[src/rtl/stim_pkg.sv]
// Shared definitions for the stim trigger responder.
// State encodings, default widths and the zero-as-one helper.
package stim_pkg;

    localparam int CNT_W_DEF = 16;
    localparam int NP_W_DEF  = 8;
    localparam int EVT_W_DEF = 16;

    typedef enum logic [2:0] {
        S_IDLE    = 3'd0,
        S_DELAY   = 3'd1,
        S_PULSE   = 3'd2,
        S_GAP     = 3'd3,
        S_REFRACT = 3'd4
    } state_e;

    function automatic logic [31:0] max1(input logic [31:0] x);
        return (x == 32'd0) ? 32'd1 : x;
    endfunction

endpackage

[src/rtl/stim_trigger_responder_dur_counter.sv]
// Load/decrement down-counter shared by every timed state.
// zero is high on the last cycle of the loaded duration.
module stim_dur_counter #(
    parameter int W = 16
) (
    input  logic         clk,
    input  logic         reset,
    input  logic         load,
    input  logic [W-1:0] load_val,
    output logic         zero
);

    logic [W-1:0] cnt;

    always_ff @(posedge clk) begin
        if (reset)
            cnt <= '0;
        else if (load)
            cnt <= load_val;
        else if (cnt != '0)
            cnt <= cnt - W'(1);
    end

    assign zero = (cnt == '0);

endmodule

[src/rtl/stim_trigger_responder.sv]
// Stim request consumer: delay, pulse train, blanking window,
// refractory lockout, accepted-event and dropped-request counters.
module stim_trigger_responder
    import stim_pkg::*;
#(
    parameter int CNT_W = CNT_W_DEF,
    parameter int NP_W  = NP_W_DEF,
    parameter int EVT_W = EVT_W_DEF
) (
    input  logic             sample_CLK_out,
    input  logic             reset,
    input  logic             enable,
    input  logic             stim_req,
    input  logic [CNT_W-1:0] delay_samples,
    input  logic [CNT_W-1:0] pulse_samples,
    input  logic [CNT_W-1:0] gap_samples,
    input  logic [NP_W-1:0]  n_pulses,
    input  logic [CNT_W-1:0] refractory_samples,
    output logic             stim_ack,
    output logic             stim_out,
    output logic             blank_out,
    output logic             busy,
    output logic [2:0]       state_out,
    output logic [EVT_W-1:0] event_count,
    output logic [EVT_W-1:0] dropped_count
);

    state_e           state;
    state_e           nxt;
    logic [CNT_W-1:0] delay_l;
    logic [CNT_W-1:0] pulse_l;
    logic [CNT_W-1:0] gap_l;
    logic [CNT_W-1:0] refr_l;
    logic [NP_W-1:0]  n_l;
    logic [NP_W-1:0]  idx;
    logic             ld;
    logic [CNT_W-1:0] ld_val;
    logic             zero;
    logic             accept;
    logic             drop;

    function automatic logic [CNT_W-1:0] dur(input logic [CNT_W-1:0] x);
        return CNT_W'(max1(32'(x)) - 32'd1);
    endfunction

    assign accept    = enable && stim_req && (state == S_IDLE);
    assign drop      = enable && stim_req && busy;
    assign state_out = state;

    stim_dur_counter #(.W(CNT_W)) u_cnt (
        .clk      (sample_CLK_out),
        .reset    (reset),
        .load     (ld),
        .load_val (ld_val),
        .zero     (zero)
    );

    // Duration counter is loaded with (len-1) on entry; exit when it reads 0.
    always_comb begin
        nxt    = state;
        ld     = 1'b0;
        ld_val = '0;
        if (!enable) begin
            nxt = S_IDLE;
        end else begin
            unique case (state)
                S_IDLE: begin
                    if (stim_req) begin
                        ld = 1'b1;
                        if (delay_samples == '0) begin
                            nxt    = S_PULSE;
                            ld_val = dur(pulse_samples);
                        end else begin
                            nxt    = S_DELAY;
                            ld_val = delay_samples - CNT_W'(1);
                        end
                    end
                end
                S_DELAY: begin
                    if (zero) begin
                        nxt    = S_PULSE;
                        ld     = 1'b1;
                        ld_val = dur(pulse_l);
                    end
                end
                S_PULSE: begin
                    if (zero) begin
                        if (32'(idx) < max1(32'(n_l))) begin
                            nxt    = S_GAP;
                            ld     = 1'b1;
                            ld_val = dur(gap_l);
                        end else if (refr_l != '0) begin
                            nxt    = S_REFRACT;
                            ld     = 1'b1;
                            ld_val = refr_l - CNT_W'(1);
                        end else begin
                            nxt = S_IDLE;
                        end
                    end
                end
                S_GAP: begin
                    if (zero) begin
                        nxt    = S_PULSE;
                        ld     = 1'b1;
                        ld_val = dur(pulse_l);
                    end
                end
                S_REFRACT: begin
                    if (zero)
                        nxt = S_IDLE;
                end
                default: nxt = S_IDLE;
            endcase
        end
    end

    always_ff @(posedge sample_CLK_out) begin
        if (reset) begin
            state         <= S_IDLE;
            stim_ack      <= 1'b0;
            stim_out      <= 1'b0;
            blank_out     <= 1'b0;
            busy          <= 1'b0;
            event_count   <= '0;
            dropped_count <= '0;
            delay_l       <= '0;
            pulse_l       <= '0;
            gap_l         <= '0;
            refr_l        <= '0;
            n_l           <= '0;
            idx           <= '0;
        end else begin
            state     <= nxt;
            stim_ack  <= accept;
            stim_out  <= (nxt == S_PULSE);
            blank_out <= (nxt == S_PULSE) || (nxt == S_GAP) ||
                         (nxt == S_REFRACT);
            busy      <= (nxt != S_IDLE);
            if (accept) begin
                delay_l     <= delay_samples;
                pulse_l     <= pulse_samples;
                gap_l       <= gap_samples;
                refr_l      <= refractory_samples;
                n_l         <= n_pulses;
                idx         <= NP_W'(1);
                event_count <= event_count + EVT_W'(1);
            end
            if (state == S_PULSE && nxt == S_GAP)
                idx <= idx + NP_W'(1);
            if (drop && dropped_count != '1)
                dropped_count <= dropped_count + EVT_W'(1);
        end
    end

endmodule

[config.mk]
export PLATFORM = sky130hd
export DESIGN_NAME = stim_trigger_responder
export DESIGN_NICKNAME = d
export VERILOG_FILES = /design/src/rtl/stim_pkg.sv /design/src/rtl/stim_trigger_responder_dur_counter.sv /design/src/rtl/stim_trigger_responder.sv
export SDC_FILE = /design/constraint.sdc
export NUM_CORES = 1
export LEC_CHECK = 0
export CAP_MARGIN = 40
export CORE_MARGIN = 1.5
export CORE_UTILIZATION = 53
export DETAILED_ROUTE_END_ITERATION = 6
export PLACE_DENSITY_LB_ADDON = 0.08
export SYNTH_ARGS = -nofsm -noshare
export SYNTH_HDL_FRONTEND = slang
export SYNTH_SLANG_ARGS = --single-unit
[constraint.sdc]
create_clock -name sample_CLK_out -period 4.4 [get_ports sample_CLK_out]
set_clock_uncertainty 0.15 [all_clocks]
set_input_delay 0.44 -clock sample_CLK_out [delete_from_list [all_inputs] [get_ports sample_CLK_out]]
set_output_delay 0.44 -clock sample_CLK_out [all_outputs]
set_load 0.03 [all_outputs]
### Yosys cells after proc, flatten, opt, wreduce, memory -nomap -nowiden

Cells that the tools add are included.

* input port bits: 76
* output and inout bits: 39
* bits in registers: 119
* logic and storage cells: 83

* reduce and logical (&&, ||, !) cells: 20
* equality and inequality tests: 8
* order comparisons: 1
* add/subtract/negate cells: 9
* multiplexer cells: 32

Operators with widths (number)
* $mux W16: 12
* $sub A16 B1 Y16 const B: 6
* $logic_not A16 Y1: 5
* $pmux W16 S3: 1
* $add A16 B1 Y16 const B: 2
* $reduce_bool A16 Y1: 2
* $mux W8: 3
* $mux W3: 7
* $ne A16 B16 Y1 const B: 1
* $eq A3 B2 Y1 const B: 4
* $pmux W3 S4: 1
* $add A8 B1 Y8 const B: 1
* $logic_not A8 Y1: 1
* $lt A8 B8 Y1: 1
* $eq A3 B3 Y1 const B: 2
* $mux W1: 6
* $logic_and A1 B1 Y1: 5
* $reduce_bool A2 Y1: 2
* $eq A3 B1 Y1 const B: 1
* $logic_not A3 Y1: 1
* $pmux W1 S3: 1
* $reduce_bool A3 Y1: 1
* $logic_or A1 B1 Y1: 2
* $mux W2: 1
* $reduce_or A2 Y1: 1

### Logic depth before layout (Yosys ltp)

* word-level depth: 10
* depth in mapped cells: 16
* gate-level depth less buffers: 13

### By module

A second synthesis with hierarchy kept.

* cell total of the unflattened synthesis: 953
* area, all modules: 7404.6 um^2

By module, submodules not included
* stim_trigger_responder: area an instance 6439.9 um^2, cells each 837, times used 1
* stim_dur_counter: area an instance 964.7 um^2, cells each 116, times used 1

### Worst setup path after synthesis

Ideal clock, no wire load.

* kind: input to register
* start: input delay_samples[5]
* end: register u_cnt.cnt[8]
* slack: 0.886 ns
* path buffers: 4
* stages on the path: 14
* library setup time: 0.091 ns
* data required time: 4.159 ns
* arrival: 3.274 ns
* cells stage by stage: or3_1 clkbuf_1 or2_2 nor2_1 buf_2 buf_2 a21oi_1 ha_1 or3b_2 clkbuf_1 or2_2 nor2_1 a2111o_1 a311oi_1

* word-level cells in the longest chain between the ends: 6
* elaborated cells between the ends (all ways): 7

RTL lines
* start: declaration: line stim_trigger_responder.sv:14 `input logic [CNT_W-1:0] delay_samples,`
* $sub A16 B1 Y16 or $logic_not A16 Y1 (tied branches): line stim_trigger_responder.sv:75, stim_trigger_responder.sv:70
* $mux W16 *: line stim_trigger_responder.sv:70 `if (delay_samples == '0) begin`
* $mux W16 *: line stim_trigger_responder.sv:68 `if (stim_req) begin`
* $pmux W16 S3 *: line stim_trigger_responder.sv:66 `unique case (state)`
* $mux W16 *: line stim_trigger_responder.sv:63 `if (!enable) begin`
* $mux W16 *: line stim_trigger_responder_dur_counter.sv:18 `else if (load)`
* end signal: assignment: line stim_trigger_responder_dur_counter.sv:19 `cnt <= load_val;`
* end signal: assignment: line stim_trigger_responder_dur_counter.sv:21 `cnt <= cnt - W'(1);`
* end: declaration: line stim_trigger_responder_dur_counter.sv:13 `logic [W-1:0] cnt;`

Mark *: on every way between the ends. The rest lies on a longest branch, timed or not.
A chain may end at the register's enable or synchronous reset.

### Worst setup path after layout

* start: input pulse_samples[2]
* end: register u_cnt.cnt[8]

* word-level cells in the longest chain between the ends: 8

RTL lines
* start: declaration: line stim_trigger_responder.sv:15 `input logic [CNT_W-1:0] pulse_samples,`
* $logic_not A16 Y1: line stim_pkg.sv:18 `return (x == 32'd0) ? 32'd1 : x;`
* $mux W16 *: line stim_pkg.sv:18
* $sub A16 B1 Y16 *: line stim_trigger_responder.sv:43 `return CNT_W'(max1(32'(x)) - 32'd1);`
* $mux W16 *: line stim_trigger_responder.sv:70
* $mux W16 *: line stim_trigger_responder.sv:68
* $pmux W16 S3 *: line stim_trigger_responder.sv:66
* $mux W16 *: line stim_trigger_responder.sv:63
* $mux W16 *: line stim_trigger_responder_dur_counter.sv:18

Marks and branches as above.

==> impl_metrics.py <==
metrics = {
    "run_status": {
        "status": "completed",
    },
    "logic_synthesis": {
        "synth_edf_count": 0,
        "synth_top_area_share_pct": 33.2,
        "synth_area_sq_um": 7170,
        "synthTopCellsByCount": "nand2_1 (166), dfxtp_1 (119), a21oi_1 (107), nor2_1 (79), xor2_1 (45)",
        "syn_avg_cell_area_sq_um": 7.58,
        "synthesis.nets": 1038,
        "ys_seq_area_share_pct": 33.2,
        "synth_cell_type_count": 77,
        "synthFlopType": "dfxtp_1",
        "ys_async_sr_fraction_pct": 0,
        "yosysTopAreaCell": "dfxtp_1",
        "synth_most_common_cell": "nand2_1",
        "netlist_instances": 946,
        "ys_seq_elements": 119,
        "synth_area_leaders": "dfxtp_1 (33%), nand2_1 (8.7%), a21oi_1 (7.5%)",
        "synth-warning-count": 0,
    },
    "cts": {
        "cts_buffers": 17,
        "cts-root-buf": "clkbuf_16",
        "postCtsSetupBuffers": 0,
        "cts_tree": "yes",
        "cts_resized": 0,
        "clkTransAtPathRegs_ns": 0.06,
        "cts_sinks": 119,
        "h-tree-depth": 4,
        "clock_latency_ns": 0.42,
        "holdBufCountCts": 0,
        "clockBufferDepth": 2,
    },
    "route": {
        "avgViaCountPerCell": 5.92,
        "drt-total-wl_um": 20100,
        "drt_iter0_markers": 646,
        "ant_nets": 0,
        "drc": 0,
        "vias": 7305,
        "wire_per_inst_um": 16.3,
        "first_pass_iters": 5,
    },
    "timing": {
        "max_slew.worst_pin.slew_ns": 0.785,
        "min_period_over_period_pct": 86.6,
        "setup_tns_ns": 0,
        "fmax_ghz": 0.262,
        "finalSetupViolCount": 0,
        "min_period_ns": 3.81,
        "slew_viol_final": 0,
        "rsz0062_at_grt": "false",
        "maxSlewHeadroom_pct": 46.3,
        "hold_viol": 0,
    },
    "die": {
        "initial_utilization_pct": 54.1,
        "core_sq_um": 13200,
        "rows": 42,
        "die_w_um": 119,
        "die_h_um": 119,
        "pin_count": 115,
        "die_area_sq_um": 14200,
    },
    "pwr": {
        "p_per_area_nw_per_um2": 359,
        "ir_drop_mv": 0.268,
        "leakagePower_nw": 3.22,
    },
    "placed_design": {
        "place_area_sq_um": 8430,
        "portBuffers": 114,
        "dp_hpwl_um": 14600,
        "finalWeightedCongestion": 0.963,
    },
    "run": {
        "cap_violations": 0,
    },
    "finish": {
        "finalNetCount": 1138,
        "multi_input_area_sq_um": 4500,
        "fin_util_pct": 67.8,
        "final_area_sq_um": 8970,
        "n_antenna_cell": 0,
        "fillerInstances": 1219,
        "drive_above_1_share_pct": 6.43,
        "area_delta_synth_final_pct": 25.2,
        "final-seq-area_sq_um": 2380,
    },
    "setup_path": {
        "cp_max_fo": 7,
        "cpPeakStageDelay_ns": 0.53,
        "cp-start-kind": "primary input",
        "worst_setup_path_end_kind": "register",
        "reg2reg_slack_ns": 1.00,
        "crit_top_cell": "or3_1",
        "required_ns": 4.57,
        "cp_data_arrival_time_ns": 3.98,
        "r2r-start": "n_l[3]",
        "crit_chain": "clkdlybuf4s50_1 > or3_1 > or4_1 > or3_1 > nand2b_1 > a21oi_1 > ha_1 > or3b_2 > or2_2 > nor2_1 > a2111o_1 > a311oi_1",
        "crit_type": "primary input to register",
        "rr_endpoint": "u_cnt.cnt[7]",
        "reg2reg_depth": 9,
        "crit_slowest_cell": "clkdlybuf4s50_1",
        "worstSetupStartpoint": "pulse_samples[2]",
    },
    "hold_path": {
        "min-delay-start": "n_l[0]",
        "holdPathEnd": "n_l[0]",
        "hold_path_depth": 2,
        "min_path_type": "register to register",
    },
    "global_routing": {
        "grt_pass1_wl_um": 33100,
        "grt_overflow_total": 0,
        "antenna_found_initial": 0,
        "grt_pass1_vias": 6641,
        "grtUsageTotal_pct": 28.9,
        "grt_max_degree": 77,
    },
}
## sequential cells by signal (all words and copies together), names as in the netlist, 3 cells and up
register,flops
dropped_count,16
event_count,16
gap_l,16
pulse_l,16
refr_l,16
u_cnt.cnt,16
idx,8
n_l,8
state_out,3
## worst max path at each step
stage	to	slack, ns
CTS	u_cnt.cnt[8]	0.59
global placement	u_cnt.cnt[10]	0.31
detailed placement	u_cnt.cnt[8]	0.16
finish	u_cnt.cnt[8]	0.59
global route	u_cnt.cnt[10]	0.41
floorplan	u_cnt.cnt[8]	0.89
## critical path, delay by kind of cell
kind | cells | cell delay, ns
AOI/OAI and AO/OA | 3 | 0.78
and+or+nand+nor | 7 | 2.00
adders and majority gates | 1 | 0.22
buffers and inverters | 1 | 0.53
## cell type report
type | instances | share of cell area (%)
Multi-Input combinational cell | 758 | 50.1
Sequential cell | 119 | 26.5
Timing Repair Buffer | 128 | 13.9
Clock buffer | 19 | 4.94
Tap cell | 176 | 2.45
Clock inverter | 12 | 1.16
Inverter | 22 | 0.920
## per-layer routing
| layer | wire length, um | global-route usage [%] | up-vias |
|---|---|---|---|
| met1 | 9130 | 39.2 | 3385 |
| met3 | 1350 | 6.42 | 45 |
| met2 | 9200 | 45.7 | 259 |
| li1 | - | - | 3616 |
| met4 | 461 | 9.82 | 0 |
| met5 | 0 | 0 | - |
## layout by cell type (no fill, tap or decap), types with 4 or more instances in the layout
cell type / n
nand3_1: 31
a311oi_1: 6
o211ai_1: 6
o31ai_1: 11
nor3_1: 33
nand4_1: 12
a221oi_1: 4
buf_4: 15
o21ai_0: 26
or3_1: 15
dfxtp_1: 119
inv_1: 22
clkbuf_16: 17
xnor2_1: 29
clkinv_2: 5
a21oi_1: 107
and3_1: 10
clkdlybuf4s50_1: 113
o22ai_1: 6
nor3b_1: 5
nand2b_1: 7
nand2_1: 165
nor4_1: 23
and2_1: 7
nor2_1: 79
xor2_1: 45
or4_1: 14
a31oi_1: 12
a211oi_1: 10
ha_1: 16
nand3b_1: 5
## through the flow
stage | std cells | setup WS (ns) | hold WS, ns | total power, mW
global route | 1234 | 0.408 | 0.346 | 3.38
floorplan | 946 | 0.886 | 0.286 | 1.72
finish | 1234 | 0.589 | 0.318 | 3.23
CTS | 1234 | 0.589 | 0.320 | 3.23
detailed placement | 1203 | 0.159 | 0.314 | 1.94
global placement | 1203 | 0.309 | 0.294 | 1.94
## cell families after synthesis
family	Yosys count	share of synthesized area, %
xor gates and xnor gates	74	9.04
and+or+nand+nor	431	29.3
AOI/OAI and AO/OA	234	21.1
muxes	3	0.419
buffers and inverters	69	4.17
adders and majority gates	16	2.79
DFF	119	33.2
## report_power, final
group / internal (mW) / switching [mW] / total, mW / leakage [nW]
sequential: 1.14 / 0.0721 / 1.21 / 0.969
combinational: 0.316 / 0.410 / 0.726 / 1.99
clock: 0.785 / 0.504 / 1.29 / 0.265
No activity file was read; power rests on OpenSTA's default activity.
==> RTL edit: new RTL, same settings <==
Set the package constant `CNT_W_DEF` to 12 (it was 16).
--- a/src/rtl/stim_pkg.sv
+++ b/src/rtl/stim_pkg.sv
@@ -2,7 +2,7 @@
 // State encodings, default widths and the zero-as-one helper.
 package stim_pkg;
 
-    localparam int CNT_W_DEF = 16;
+    localparam int CNT_W_DEF = 12;
     localparam int NP_W_DEF  = 8;
     localparam int EVT_W_DEF = 16;
 
Ports: changed (resized delay_samples, gap_samples, pulse_samples and refractory_samples); port bits go from 115 to 99. The function was not compared with the original's and may differ.
==> RTL edit against the unedited design <==
Clock power decreased by 51%. Cell count is 19% lower. Setup slack better by 510 ps. Sequential cell count fell by 16. Power decreased by 28%. Synthesized area decreased by 17%. Routed wire length shrank 23%. Die area decreased by 17%. Maximum frequency rose by 15%. Final area decreased by 20%.
==> RTL edit: results (changes against the unedited design) <==
{
  "synthesis": {
    "synth_fp_nets": {"value": 845, "change": "was 1038"},
    "yosysUniqueCellTypes": {"value": 75, "change": "was 77"},
    "seq_area_frac_synth": {"value": 34.7, "unit": "%", "change": "was 33.2%"},
    "post_synth_most_frequent_cells": {"value": "139 x nand2_1, 103 x dfxtp_1, 82 x a21oi_1", "change": "was 166 x nand2_1, 119 x dfxtp_1, 107 x a21oi_1"},
    "synth_fa_ha_area_share": {"value": 3.37, "unit": "%", "change": "was 2.79%"},
    "syn_avg_cell_area": {"value": 7.73, "unit": "µm²", "change": "was 7.58 µm²"},
    "synthMuxAreaShare": {"value": 0.505, "unit": "%", "change": "was 0.419%"}
  },
  "cts": {
    "cts.root.buffer_cell": {"value": "clkbuf_8", "change": "was clkbuf_16"},
    "htree_num_levels": {"value": 3, "change": "was 4"},
    "numCtsBuffers": {"value": 9, "change": "was 17"},
    "worst_skew_pair.late_latency": {"value": 400, "unit": "ps", "change": "was 420 ps"},
    "cts.clk_slew.worst_paths": {"value": 110, "unit": "ps", "change": "was 60 ps"}
  },
  "status": {
    "outcome": {"value": "finished clean", "change": "unchanged"}
  },
  "global_routing": {
    "vias_in_the_first_global_route": {"value": 5458, "change": "was 6641"},
    "gr-usage-all-layers": {"value": 26.8, "unit": "%", "change": "was 28.9%"},
    "grt_pass1_wl": {"value": 25.2, "unit": "mm", "change": "was 33.1 mm"}
  },
  "sta": {
    "worst_slack": {"value": 1100, "unit": "ps", "change": "was 589 ps"},
    "final.hold.worst_slack": {"value": 323, "unit": "ps", "change": "was 318 ps"},
    "relSlewSlack": {"value": 51.7, "unit": "%", "change": "was 46.3%"}
  },
  "layout": {
    "fillCellCount": {"value": 960, "change": "was 1219"},
    "post_route_cells_drive_above_1_share": {"value": 5.13, "unit": "%", "change": "was 6.43%"}
  },
  "placed_design": {
    "port-buffer-count": {"value": 98, "change": "was 114"},
    "dpl.hpwl": {"value": 11.7, "unit": "mm", "change": "was 14.6 mm"},
    "place.gp.congestion": {"value": 0.860, "change": "was 0.963"},
    "place_inst": {"value": 981, "change": "was 1203"}
  },
  "route": {
    "finalWirelength": {"value": 15.5, "unit": "mm", "change": "was 20.1 mm"}
  },
  "worst_setup_path": {
    "cp_slowest_cell": {"value": "or4b_2", "change": "was clkdlybuf4s50_1"},
    "flop2flop_setup_slack": {"value": 1100, "unit": "ps", "change": "was 1000 ps"},
    "critical_path_peak_fanout": {"value": 6, "change": "was 7"},
    "worst_path_largest_cell_delay": {"value": 680, "unit": "ps", "change": "was 530 ps"}
  },
  "pwr": {
    "max-vdd-ir-drop": {"value": 0.000298, "unit": "V", "change": "was 0.000268 V"},
    "power.leakage": {"value": 2.60, "unit": "nW", "change": "was 3.22 nW"}
  }
}
==> RTL edit: per-layer routing <==
metal  GRT usage (%)  part of all wire [%]  up-vias
li1                -                     -     2883
met1            33.4                    44     2734
met2            46.2                    49      155
met3            6.10                   5.5       20
met4            7.61                   1.5        0
met5               0                     0        -
==> RTL edit: cell families after synthesis <==
logic type | after synthesis
AND/OR/NAND/NOR | 354
flip-flops | 103
AO/OA/AOI/OAI | 169
buffers and inverters | 59
adder cells (fa/ha/maj) | 16
XOR/XNOR | 65
multiplexers | 3
==> RTL edit: report_power, final <==
part / switching [mW] / internal (mW) / total, mW
registers: 0.0700 / 0.986 / 1.06
logic: 0.354 / 0.285 / 0.639
clock network: 0.350 / 0.286 / 0.637
==> RTL edit: through the flow <==
| step | area, µm² | util [%] |
|---|---|---|
| 6_report | 7220 | 66.3 |
| 5_1_grt | 7220 | 66.3 |
| 4_1_cts | 7220 | 66.3 |
| 3_5_place_dp | 7010 | 64.4 |
| 3_3_place_gp | 7010 | 64.4 |
| 2_1_floorplan | 5940 | - |
==> RTL edit: final timing paths <==
| path | start | end | cells after the start |
|---|---|---|---|
| hold reg to reg | n_l[0] | n_l[0] | 2 |
| setup reg to reg | gap_l[2] | u_cnt.cnt[8] | 11 |
| setup / recovery | gap_l[2] | u_cnt.cnt[8] | 11 |
| hold / removal | reset | dropped_count[15] | 2 |
==> RTL edit: layout make-up <==
class | count | area, µm² | share of cell area (%)
multi-input combinational | 607 | 3650 | 50.5
clock inverter | 6 | 73.8 | 1.02
clock buffer | 10 | 138 | 1.91
sequential | 103 | 2060 | 28.6
tap | 140 | 175 | 2.43
timing repair buffer | 104 | 1020 | 14.1
inverter | 27 | 101 | 1.40
